$ cat config.mk
export PLATFORM = sky130hd
export DESIGN_NAME = his_readout_peak
export DESIGN_NICKNAME = d
export VERILOG_FILES = /design/src/rtl/his_readout_peak.sv
export SDC_FILE = /design/constraint.sdc
export NUM_CORES = 1
export LEC_CHECK = 0
export ABC_AREA = 1
export CELL_PAD_IN_SITES_DETAIL_PLACEMENT = 1
export CELL_PAD_IN_SITES_GLOBAL_PLACEMENT = 2
export CORE_ASPECT_RATIO = 0.75
export CORE_MARGIN = 5
export CORE_UTILIZATION = 27
export DETAILED_ROUTE_END_ITERATION = 12
export GPL_ROUTABILITY_DRIVEN = 1
export PLACE_DENSITY_LB_ADDON = 0.1
export SLEW_MARGIN = 15
export SYNTH_ARGS = -nofsm -noshare
export SYNTH_HDL_FRONTEND = slang
export SYNTH_SLANG_ARGS = --single-unit
export TNS_END_PERCENT = 10
$ cat constraint.sdc
create_clock -name clk -period 3.14 [get_ports clk]
set_clock_uncertainty 0.2 [all_clocks]
set_input_delay 0.628 -clock clk [delete_from_list [all_inputs] [get_ports clk]]
set_output_delay 0.628 -clock clk [all_outputs]
set_load 0.01 [all_outputs]
$ cat src/rtl/his_readout_peak.sv
// Histogram readout with per-pixel peak detection.
// Once an acquisition completes, every bin of every pixel is read from the histogram RAM
// and streamed out over a valid/ready interface. Each accepted bin can be cleared in the
// RAM behind it. At the end of each pixel the highest bin is reported, so that the
// coarse/fine window logic can pick its next window.
module his_readout_peak #(
  parameter int unsigned NB       = 4,
  parameter int unsigned PIXELS   = 200,
  parameter int unsigned PW       = 8,
  parameter int unsigned CW       = 8,
  parameter int unsigned CLEAR_EN = 1
) (
  input  logic             clk,
  input  logic             res,
  input  logic             start,
  input  logic             his_sel,
  output logic             busy,
  output logic             rd_en,
  output logic [PW+NB-1:0] rd_addr,
  input  logic [CW-1:0]    rd_data,
  output logic             clr_en,
  output logic [PW+NB-1:0] clr_addr,
  output logic             out_valid,
  input  logic             out_ready,
  output logic [CW-1:0]    out_data,
  output logic [NB-1:0]    out_bin,
  output logic [PW-1:0]    out_pixel,
  output logic             out_last,
  output logic             peak_valid,
  output logic [NB-1:0]    peak_bin,
  output logic [CW-1:0]    peak_count,
  output logic [PW-1:0]    peak_pixel,
  output logic             peak_sel,
  output logic             done
);

  localparam logic [NB-1:0] LastBin   = NB'((2 ** NB) - 1);
  localparam logic [PW-1:0] LastPixel = PW'(PIXELS - 1);
  localparam bit            ClearEn   = (CLEAR_EN != 0);

  localparam logic [2:0] StIdle = 3'd0;
  localparam logic [2:0] StRd   = 3'd1;
  localparam logic [2:0] StCap  = 3'd2;
  localparam logic [2:0] StSend = 3'd3;
  localparam logic [2:0] StPeak = 3'd4;
  localparam logic [2:0] StDone = 3'd5;

  logic [2:0]    state_q, state_d;
  logic [PW-1:0] pixel_q, pixel_d;
  logic [NB-1:0] bin_q, bin_d;
  logic [CW-1:0] max_q, max_d;
  logic [NB-1:0] maxbin_q, maxbin_d;
  logic          sel_q, sel_d;
  logic [CW-1:0] out_data_q, out_data_d;
  logic [NB-1:0] out_bin_q, out_bin_d;
  logic [PW-1:0] out_pixel_q, out_pixel_d;
  logic          out_last_q, out_last_d;

  logic last_bin;
  logic last_pixel;
  logic accept;

  assign last_bin   = (bin_q == LastBin);
  assign last_pixel = (pixel_q == LastPixel);
  assign accept     = (state_q == StSend) && out_ready;

  // Scan sequencing, beat capture and running maximum.
  always_comb begin
    state_d     = state_q;
    pixel_d     = pixel_q;
    bin_d       = bin_q;
    max_d       = max_q;
    maxbin_d    = maxbin_q;
    sel_d       = sel_q;
    out_data_d  = out_data_q;
    out_bin_d   = out_bin_q;
    out_pixel_d = out_pixel_q;
    out_last_d  = out_last_q;

    case (state_q)
      StIdle: begin
        if (start) begin
          sel_d    = his_sel;
          pixel_d  = '0;
          bin_d    = '0;
          max_d    = '0;
          maxbin_d = '0;
          state_d  = StRd;
        end
      end
      StRd: begin
        state_d = StCap;
      end
      StCap: begin
        // RAM returns data one cycle after the read strobe.
        out_data_d  = rd_data;
        out_bin_d   = bin_q;
        out_pixel_d = pixel_q;
        out_last_d  = last_bin && last_pixel;
        state_d     = StSend;
      end
      StSend: begin
        if (out_ready) begin
          // Strictly greater keeps the lowest bin on ties.
          if (out_data_q > max_q) begin
            max_d    = out_data_q;
            maxbin_d = bin_q;
          end
          if (!last_bin) begin
            bin_d   = bin_q + NB'(1);
            state_d = StRd;
          end else begin
            state_d = StPeak;
          end
        end
      end
      StPeak: begin
        max_d    = '0;
        maxbin_d = '0;
        bin_d    = '0;
        if (!last_pixel) begin
          pixel_d = pixel_q + PW'(1);
          state_d = StRd;
        end else begin
          state_d = StDone;
        end
      end
      StDone: begin
        state_d = StIdle;
      end
      default: begin
        state_d = StIdle;
      end
    endcase
  end

  // State registers; reset abandons any scan in progress.
  always_ff @(posedge clk or negedge res) begin
    if (!res) begin
      state_q     <= StIdle;
      pixel_q     <= '0;
      bin_q       <= '0;
      max_q       <= '0;
      maxbin_q    <= '0;
      sel_q       <= 1'b0;
      out_data_q  <= '0;
      out_bin_q   <= '0;
      out_pixel_q <= '0;
      out_last_q  <= 1'b0;
    end else begin
      state_q     <= state_d;
      pixel_q     <= pixel_d;
      bin_q       <= bin_d;
      max_q       <= max_d;
      maxbin_q    <= maxbin_d;
      sel_q       <= sel_d;
      out_data_q  <= out_data_d;
      out_bin_q   <= out_bin_d;
      out_pixel_q <= out_pixel_d;
      out_last_q  <= out_last_d;
    end
  end

  // Strobes and addresses decoded from the current state; addresses idle at zero.
  always_comb begin
    busy       = (state_q != StIdle) && (state_q != StDone);
    rd_en      = (state_q == StRd);
    rd_addr    = rd_en ? {pixel_q, bin_q} : '0;
    clr_en     = ClearEn && accept;
    clr_addr   = clr_en ? {pixel_q, bin_q} : '0;
    out_valid  = (state_q == StSend);
    out_data   = out_data_q;
    out_bin    = out_bin_q;
    out_pixel  = out_pixel_q;
    out_last   = out_last_q;
    peak_valid = (state_q == StPeak);
    peak_bin   = maxbin_q;
    peak_count = max_q;
    peak_pixel = pixel_q;
    peak_sel   = sel_q;
    done       = (state_q == StDone);
  end

endmodule

Yosys cells after proc, flatten, opt, wreduce, memory -nomap -nowiden
Cells that the tools add are included.
Storage, ports and cells
  register bits after elaboration: 49
  latch bits: 0
  bits in writable memories: 0
  bits in read-only memories: 0
  bits of input ports: 13
  output and inout port bits: 72
  logic and storage cells: 58
  memories kept: 0
Cells by class
  $add $sub $neg: 2
  multipliers: 0
  div/mod/pow operators: 0
  $lt $le $gt $ge: 1
  equality and inequality tests: 13
  shift operators: 0
  mux-type cells: 20
  bitwise gates (word level): 0
  reduce and logical (&&, ||, !) cells: 12
Operators with widths (count)
  two-way mux 8 bit: 4
  two-way mux 12 bit: 2
  one-hot mux 4 bit (3 select lines): 2
  one-hot mux 8 bit (3 select lines): 1
  two-way mux 4 bit: 5
  one-hot mux 8 bit (2 select lines): 1
  one-hot mux 3 bit (5 select lines): 1
  two-way mux 3 bit: 4
  adder 8 x 1 -> 8 bit (second input constant): 1
  equality test 8 bit (second input constant): 1
  greater-than comparator 8 bit: 1
  AND reduction 4 bit: 2
  equality test 3 x 2 -> 1 bit (second input constant): 2
  equality test 3 bit (second input constant): 2
  != test 2 bit (second input constant): 3
  nonzero test 3 bit: 2
  adder 4 x 1 -> 4 bit (second input constant): 1
  equality test 4 bit (second input constant): 1
  != test 2 x 1 -> 1 bit (second input constant): 2
  AND reduction 2 bit: 2
  equality test 3 x 1 -> 1 bit (second input constant): 1
  logical AND 1 bit: 3
  zero test 3 bit: 1
  != test 3 bit (second input constant): 1
  2 further kinds: 2

Depth between registers and ports, before layout
Gate-level depths: netlist (run 1).
  depth in word-level cells: 4
  mapped depth: 14
  depth with buffers taken out: 13

Worst setup path before layout (run 1)
OpenSTA, ideal clock, no wires.
  kind: flip-flop to output port
  start: register state_q[2]
  end: output port clr_addr[10]
  arrival: 1.375 ns
  required time: 2.312 ns
  setup slack: 0.937 ns
  stages on the path, launching flop included: 7
  path buffers: 1
  cell sequence: dfrtp_1 inv_2 nand3_2 nor2_1 inv_1 clkbuf_1 nor2_1
On the way
  word-level cells in the longest chain between the ends: 3
Ends and longest elaborated chain
  start: declaration: RTL line 48  | logic [2:0] state_q, state_d;
  start signal: assignment: RTL line 140  | state_q <= StIdle;
  start signal: assignment: RTL line 151  | state_q <= state_d;
  equality test 3 x 2 -> 1 bit: RTL line 65  | assign accept = (state_q == StSend) && out_ready;
  logical AND 1 bit: RTL line 65
  named net clr_en: RTL line 21  | output logic clr_en,
  two-way mux 12 bit: RTL line 170  | clr_addr = clr_en ? {pixel_q, bin_q} : '0;
  end: declaration: RTL line 22  | output logic [PW+NB-1:0] clr_addr,
The timed path passes the listed nets, and every way through them passes these cells.

Worst setup path after layout (run 1)
  start: input port out_ready
  end: output port clr_addr[8]
On the way
  word-level cells in the longest chain between the ends: 2
Ends and longest elaborated chain
  start: declaration: RTL line 24  | input logic out_ready,
  logical AND 1 bit: RTL line 65
  two-way mux 12 bit: RTL line 170
Every way passes these cells.

==> run summary, run 1 <==
The biggest fanout along the worst timing path is 12. The run gives 0 as the max-cap violation count. Dividing total power by cell area gives a power density of 788 nW/um2.

The tools report the post-synthesis net count as 362. The global-route layer with the greatest usage was met2. Dividing the synthesized area by the synthesized cell count gives 7.70 um2. For the DRC marker count from the first detailed-route iteration, the log shows 102. The setup TNS came out at 0 ns. The reg-to-reg critical path startpoint was state_q[2]$_DFFE_PN0P_. The worst setup path is launched from a primary input.

The final layout contains 446 nets. The flow ran to the end, and the final reports show no timing, DRC or antenna violations. Compared with the post-synthesis result, the final layout area differs by 42.6%.

Highest attainable clock frequency: 339 MHz. The start point of the critical path is out_ready. The register bit count reported by yosys works out to 49. The total number of yosys warnings is 0, and the clock transition at the register clock pins on the worst setup and hold paths after CTS is 0.06 ns. For the total setup violations reported at the end of the flow, the log shows 0. Of the synthesized area, sequential elements account for 47.0%. After global routing the overflow that remains totals 0.

The maximum number of buffers from clock root to sink is 2, and the global-route met1 utilization is 20.6%. The most frequent standard cell in the layout excluding fill and tap cells is sky130_fd_sc_hd__clkdlybuf4s50_1. In the layout the commonest cells are sky130_fd_sc_hd__clkdlybuf4s50_1 (83), sky130_fd_sc_hd__nand2_1 (80), sky130_fd_sc_hd__nor2_1 (56). VDD sags by at most 0.403 mV. Subtracting the final worst setup slack from the clock period gives 2.95 ns. The initialized floorplan defines 31 standard-cell rows.

The die is 124 um wide. Routability-driven placement finished with a final weighted congestion of 0.765. The tools report the worst setup margin as 0.193 ns.

The total power of the final layout was 2940 uW. The number of global-route vias before repair came out at 2,534. The mean routed wirelength per cell is 14.7 um, and the total count of hold-check failures in the final report is 0.

At the worst endpoint, the required time is 2.31 ns. For this run, the total global-route usage over all layers was measured as 14.5%. Entering global routing, the biggest net connects 50 pins.

The final core utilization was 39.0%; the number of port buffers was 84. Across all register-to-register paths, the minimum setup slack is 0.91 ns. The run gives 0 as the count of hold-fix buffers inserted at cts. The run gives 55.5% as the headroom to the max-slew limit. TritonCTS built the clock tree. The post-route netlist has 5.67% of its cells at a drive strength greater than 1.

The pre-CTS setup slack was 0.0605 ns. The H-tree was split into 2 levels. For this run, global-route usage on met2 was measured as 22.3%. The netlist uses 28 different library cells. Detailed-route via count: 2,459. The first global-routing pass estimated 13.1 mm of wire. After detailed routing, the total wire length is 8.18 mm. The die height is 95.2 um. The half-perimeter wire length after placement is 6.21 mm, and the final-report max-slew violation count is 0.

The number of antenna diodes in the final layout is 0. At the pin with the least slew margin, the transition time is 0.668 ns. The first detailed-routing pass took 4 iterations. In this run, CTS created clock tree buffers numbering 5. The worst setup path is of the in -> out kind. The worst setup path is captured at a primary output.

The later pin in the worst-skew pair is clocked with a latency of 0.29 ns. The post-route clock period utilization was 93.8%; the met3 usage in global routing was 3.62%. The remaining antenna violation count after routing is 0. Using the TritonRoute via totals, the vias-per-cell ratio works out to 4.43. The initial utilization of the core area, before any placement, comes to 27.4%. The worst hold margin is 0.254 ns. The endpoint arrival time on the critical path was 2.12 ns. In this run the worst hold path is classified as in -> async. For the worst flop-to-flop path, the logic depth is 10. The logs give 0 for the number of antenna violations at the first check in global routing and 11,800 um2 for the area of the die. Setup repair after global routing left no endpoint under its margin. The number of placed I/O pins is 85, and the leakage power of the design is 0.00168 uW.

For the gate count after technology mapping, the log shows 339. In the routed design, unresolved DRC markers number 0. The core region is 9540 um2. CTS saw 49 sinks. The tools report the clock root buffer as sky130_fd_sc_hd__clkbuf_16. The synthesized netlist occupies a cell area of 2610 um2.
## where the power goes
| group | total, uW | switching, uW | leakage [uW] | internal, uW |
|---|---|---|---|---|
| registers | 905 | 117 | 0.000657 | 788 |
| logic | 1480 | 905 | 0.000958 | 579 |
| clock network | 547 | 233 | 0.0000700 | 314 |
## cells in the mapped netlist
cell type	count	area, um2
sky130_fd_sc_hd__nor2_4	1	11.3
sky130_fd_sc_hd__nand3b_1	1	7.51
sky130_fd_sc_hd__inv_2	2	7.51
sky130_fd_sc_hd__buf_6	1	11.3
sky130_fd_sc_hd__clkbuf_1	5	18.8
sky130_fd_sc_hd__nand2_4	1	11.3
sky130_fd_sc_hd__inv_1	44	165
sky130_fd_sc_hd__nand2_1	80	300
sky130_fd_sc_hd__o21ai_0	30	150
sky130_fd_sc_hd__buf_4	1	7.51
sky130_fd_sc_hd__or2_1	1	6.26
sky130_fd_sc_hd__a21o_1	1	7.51
sky130_fd_sc_hd__nand3_2	1	10.0
sky130_fd_sc_hd__ha_1	10	125
sky130_fd_sc_hd__nor2_8	1	20.0
sky130_fd_sc_hd__nor2_1	56	210
sky130_fd_sc_hd__mux2_2	1	11.3
sky130_fd_sc_hd__nand3_4	1	17.5
sky130_fd_sc_hd__dfrtp_1	49	1230
sky130_fd_sc_hd__nand2_2	5	31.3
sky130_fd_sc_hd__xor2_1	4	35.0
sky130_fd_sc_hd__and2_1	1	6.26
sky130_fd_sc_hd__a21oi_1	5	25.0
sky130_fd_sc_hd__nand3_1	28	140
sky130_fd_sc_hd__buf_2	3	15.0
sky130_fd_sc_hd__nor3_1	4	20.0
sky130_fd_sc_hd__nand4_1	1	6.26
sky130_fd_sc_hd__o211ai_1	1	7.51
## cells by family (layout without fill, tap and decap cells)
logic type,count (synthesis),in the layout,synth area share (%)
AOI/OAI and AO/OA,37,37,7.28
xor gates and xnor gates,4,4,1.34
adders and majority gates,10,10,4.79
buffers and inverters,56,140,8.62
DFF,49,49,47.0
muxes,1,1,0.431
and+or+nand+nor,182,182,30.6
## layer usage
| layer | share of wire [%] | routed length [um] |
|---|---|---|
| met4 | 0.99 | 81 |
| met3 | 4.4 | 362 |
| met5 | 0 | 0 |
| met2 | 45 | 3680 |
| met1 | 50 | 4060 |
## metrics by stage
stage / cell area [um2] / instances
final: 3720 / 555
after global routing: 3720 / 555
after CTS: 3720 / 555
after detailed placement: 3580 / 548
after global placement: 3580 / 548
after floorplan: 2610 / 339
## final timing paths
| check | to |
|---|---|
| min in group clk | out_pixel[1]$_DFFE_PN0P_ |
| worst max-delay path | clr_addr[8] |
| worst min-delay path | out_pixel[1]$_DFFE_PN0P_ |
| max in group asynchronous | bin_q[3]$_DFFE_PN0P_ |
| worst max register to register | peak_count[2]$_DFFE_PN0P_ |
| worst min register to register | out_pixel[1]$_DFFE_PN0P_ |
## state kept, by name (all words and copies together), names as in the netlist, 3 cells and up
register	flops
bin_q	4
out_bin	4
peak_count	8
out_data	8
state_q	3
out_pixel	8
peak_bin	4
peak_pixel	8
## repair_timing
| item | in CTS | in global routing |
|---|---|---|
| gates resized for setup | 0 | 1 |
| setup buffers | 0 | 0 |
| setup endpoints to repair | 0 | 11 |
## cell type report
| class | instances | area (um2) |
|---|---|---|
| Tap cell | 132 | 165 |
| Inverter | 46 | 173 |
| Timing Repair Buffer | 87 | 858 |
| Multi-Input combinational cell | 234 | 1160 |
| Fill cell | 1193 | 5820 |
| Clock buffer | 7 | 143 |
| Sequential cell | 49 | 1230 |
## critical path, stage by stage
cell                              delay [ns]
sky130_fd_sc_hd__clkdlybuf4s50_1        0.45
sky130_fd_sc_hd__inv_1                  0.05
sky130_fd_sc_hd__nor2_1                 0.16
sky130_fd_sc_hd__inv_2                  0.15
sky130_fd_sc_hd__nor2_1                 0.13
sky130_fd_sc_hd__clkdlybuf4s50_1        0.55
Note: power is estimated with default switching activity, not from simulation.
==> inputs of run 2 (changes only) <==
--- a/config.mk
+++ b/config.mk
@@ -13,6 +13,7 @@
 export CORE_UTILIZATION = 27
 export DETAILED_ROUTE_END_ITERATION = 12
 export GPL_ROUTABILITY_DRIVEN = 1
+export GPL_TIMING_DRIVEN = 0
 export PLACE_DENSITY_LB_ADDON = 0.1
 export SLEW_MARGIN = 15
 export SYNTH_ARGS = -nofsm -noshare
==> run 2 against run 1 <==
Cell area rose by 1.5%. First-iteration DRC count rose by 32%. Combinational power rose by 6%. Register-to-register slack got worse by 0.06 ns. Critical endpoint is now clr_addr[2]. Critical path depth did not move. Core utilization rose by 0.60 points. Die area did not move. Flip-flop and latch count did not move.
==> run summary, run 2 (same netlist as run 1, synthesis figures left out) <==
The tools report the highest ir drop seen on vdd as 0.429 mV (was 0.403 mV). The logs give 2.31 ns (about the same) for the data required time at the worst endpoint and 0.00171 uW (was 0.00168 uW) for the leakage power of the design. The die height came out at 95.2 um (unchanged). The half-perimeter wire length after placement was 6.77 mm (was 6.21 mm). Kind of end point of the critical path: a primary output (unchanged). The logs give 2 (unchanged) for the maximum number of buffers from clock root to sink and 2,625 (was 2,534) for the number of global-route vias before repair. For the total setup violations reported at the end of the flow, the log shows 0 (unchanged).

The number of detailed-route iterations in the first pass was 4 (unchanged); the number of port buffers was 84 (unchanged). The max-cap violation count was 0 (unchanged). The non-filler instance count after layout is 561 (was 555), and the post-route clock period utilization is 95.2% (was 93.8%). The via-per-instance ratio is 4.48 (was 4.43). The wire length of the first global-routing pass is 14.0 mm (was 13.1 mm). Counting stages on the worst path, the most repeated cell is sky130_fd_sc_hd__clkdlybuf4s50_1. The mean routed wirelength per cell was 15.9 um (was 14.7 um).

The type of the worst setup path was in -> out (unchanged). Most frequent standard cell in the layout excluding fill and tap cells: sky130_fd_sc_hd__clkdlybuf4s50_1 (unchanged). The share of post-route cells with drive strength above 1 is 6.53% (was 5.67%). The setup slack on the worst flop-to-flop path is 0.85 ns (was 0.91 ns). The layout overhead on the synthesized area is 44.8% (was 42.6%), and the number of diodes is 0 (unchanged). Commonest non-fill, non-tap cells in the layout: sky130_fd_sc_hd__clkdlybuf4s50_1 (83), sky130_fd_sc_hd__nand2_1 (80), sky130_fd_sc_hd__nor2_1 (55) (was sky130_fd_sc_hd__clkdlybuf4s50_1 (83), sky130_fd_sc_hd__nand2_1 (80), sky130_fd_sc_hd__nor2_1 (56)).

The final critical path time including I/O delays and setup is 2.99 ns (was 2.95 ns), and the biggest fanout along the worst timing path is 12 (unchanged). The effective utilization at floorplan is 27.4% (unchanged). Cells traversed along the worst timing path: clkdlybuf4s50_1 -> inv_1 -> nor2_2 -> inv_2 -> nor2_1 -> clkdlybuf4s50_1 (was clkdlybuf4s50_1 -> inv_1 -> nor2_1 -> inv_2 -> nor2_1 -> clkdlybuf4s50_1). The worst stage delay on the critical path is 0.56 ns (was 0.55 ns).

The startpoint type of the worst setup path was a primary input (unchanged). The run gives 8.90 mm (was 8.18 mm) as the total wire length after detailed routing. The run gives 1330 uW (was 1250 uW) as the switching power summed over all nets. The total number of nets in the final design is 451 (was 446), and the placement row count is 31 (unchanged). The logs give 135 (was 102) for the DRC marker count from the first detailed-route iteration and 0 (unchanged) for the total count of hold-check failures in the final report. The worst-case reg-to-reg path depth was 8 (was 10). For the clock network latency to the later pin of the worst-skew pair, the log shows 0.29 ns (about the same).

TritonCTS built the clock tree. The setup TNS was 0 ns (unchanged); the switching power as a share of total power was 42.4% (was 42.8%). The run gives 0 (unchanged) as the overall overflow remaining after global route.

Setup repair after global routing left no endpoint under its margin. The worst hold margin came out at 0.166 ns (was 0.254 ns). The endpoint arrival time on the critical path was 2.16 ns (was 2.12 ns); the clock transition at the register clock pins on the worst setup and hold paths after CTS was 0.07 ns (was 0.06 ns).

The power density relative to cell area was 830 nW/um2 (was 788 nW/um2); the final estimated routing congestion in global placement was 0.778 (was 0.765). The sequential fraction of design power is 29.2% (was 30.8%), and the count of hold-fix buffers inserted at cts is 0 (unchanged). The tools report the detailed-route via count as 2,513 (was 2,459). The horizontal extent of the die came out at 124 um (unchanged). The highest attainable clock frequency is 335 MHz (was 339 MHz), and the part of the total power dissipated in the clock network is 20.7% (was 18.6%). The total routing resource utilization after global routing came out at 15.5% (was 14.5%). Type of the most critical hold path: in -> async (unchanged). The number of placed I/O pins was 85 (unchanged); the area of the core region was 9540 um2 (unchanged). The count of H-tree levels built during CTS was 2 (unchanged); the combinational share of power was 50.1% (was 50.5%). The logs give 5 (unchanged) for the number of clock buffers inserted by TritonCTS and 56.2% (was 55.5%) for the headroom to the max-slew limit.

For the largest net degree at the start of global routing, the log shows 50 (unchanged). The design internal power is 1810 uW (was 1680 uW). The run gives 0 (unchanged) as the remaining antenna violation count after routing. The tools report the clock root buffer as sky130_fd_sc_hd__clkbuf_16 (unchanged). The number of sinks on the clock net was 49 (unchanged); the area of the die was 11,800 um2 (unchanged).

The highest-delay cell along the critical path was sky130_fd_sc_hd__clkdlybuf4s50_1 (unchanged). The tools report the reg-to-reg critical path startpoint as peak_pixel[0]$_DFFE_PN0P_ (was state_q[2]$_DFFE_PN0P_). The slew of the pin with the lowest slew margin works out to 0.657 ns (was 0.668 ns).

Reg-to-reg endpoint: peak_pixel[3]$_DFFE_PN0P_ (was peak_count[2]$_DFFE_PN0P_). The tools report the count of unresolved DRC violations after routing as 0 (unchanged). The number of antenna violations at the first check in global routing is 0 (unchanged). The flow ran to the end, and the final reports show no timing, DRC or antenna violations.

The logs give 555 (was 548) for the instance count after placement with tap cells included and 0 (unchanged) for the final-report max-slew violation count.
[run 2: repair_timing]
item,4_1_cts,5_1_grt
resized for setup,1,1
pin swaps,0,0
setup buffers,0,0
setup endpoints to repair,10,10
[run 2: routing by layer]
layer | track usage, % | routed length (um)
met5 | 0 | 0
met4 | 3.87 | 87
met3 | 3.38 | 437
met2 | 24.0 | 3930
met1 | 22.2 | 4450
[run 2: final cells by class]
class | count | area, um2
buffer | 8 | 45.0
clock buffer | 7 | 143
inverter | 46 | 173
sequential | 49 | 1230
clock inverter | 1 | 30.0
fill | 1187 | 5760
multi-input combinational | 234 | 1160
tap | 132 | 165
timing repair buffer | 84 | 838
[run 2: how the worst max path moves through the flow]
stage | startpoint | to | slack, ns
floorplan | state_q[2]$_DFFE_PN0P_ | clr_addr[10] | 0.94
global placement | res | peak_bin[0]$_DFFE_PN0P_ | -0.49
detailed placement | out_ready | clr_addr[2] | -0.17
CTS | state_q[0]$_DFFE_PN0P_ | rd_addr[2] | 0.006
global route | state_q[0]$_DFFE_PN0P_ | rd_addr[2] | 0.04
finish | out_ready | clr_addr[2] | 0.15
[run 2: power by group through the flow]
| stage | Sequential (uW) | Clock, uW | Combinational [uW] |
|---|---|---|---|
| floorplan | 959 | 0 | 860 |
| global placement | 924 | 0 | 1590 |
| detailed placement | 929 | 0 | 1610 |
| CTS | 919 | 664 | 1620 |
| global route | 939 | 690 | 1760 |
| finish | 915 | 651 | 1570 |
[run 2: through the flow]
step           util, %  cell area, um2  setup WS [ns]  power, uW
5_1_grt           39.6            3780         0.0362       3390
3_5_place_dp      37.9            3610         -0.171       2540
4_1_cts           39.7            3780        0.00566       3200
3_3_place_gp      37.9            3620         -0.492       2510
6_report          39.6            3780          0.151       3140
2_1_floorplan        -            2610          0.937       1820
[run 2: critical path: cells and delay by family]
family,cells,cell delay (ns)
and+or+nand+nor,2,0.31
buffers and inverters,4,1.22
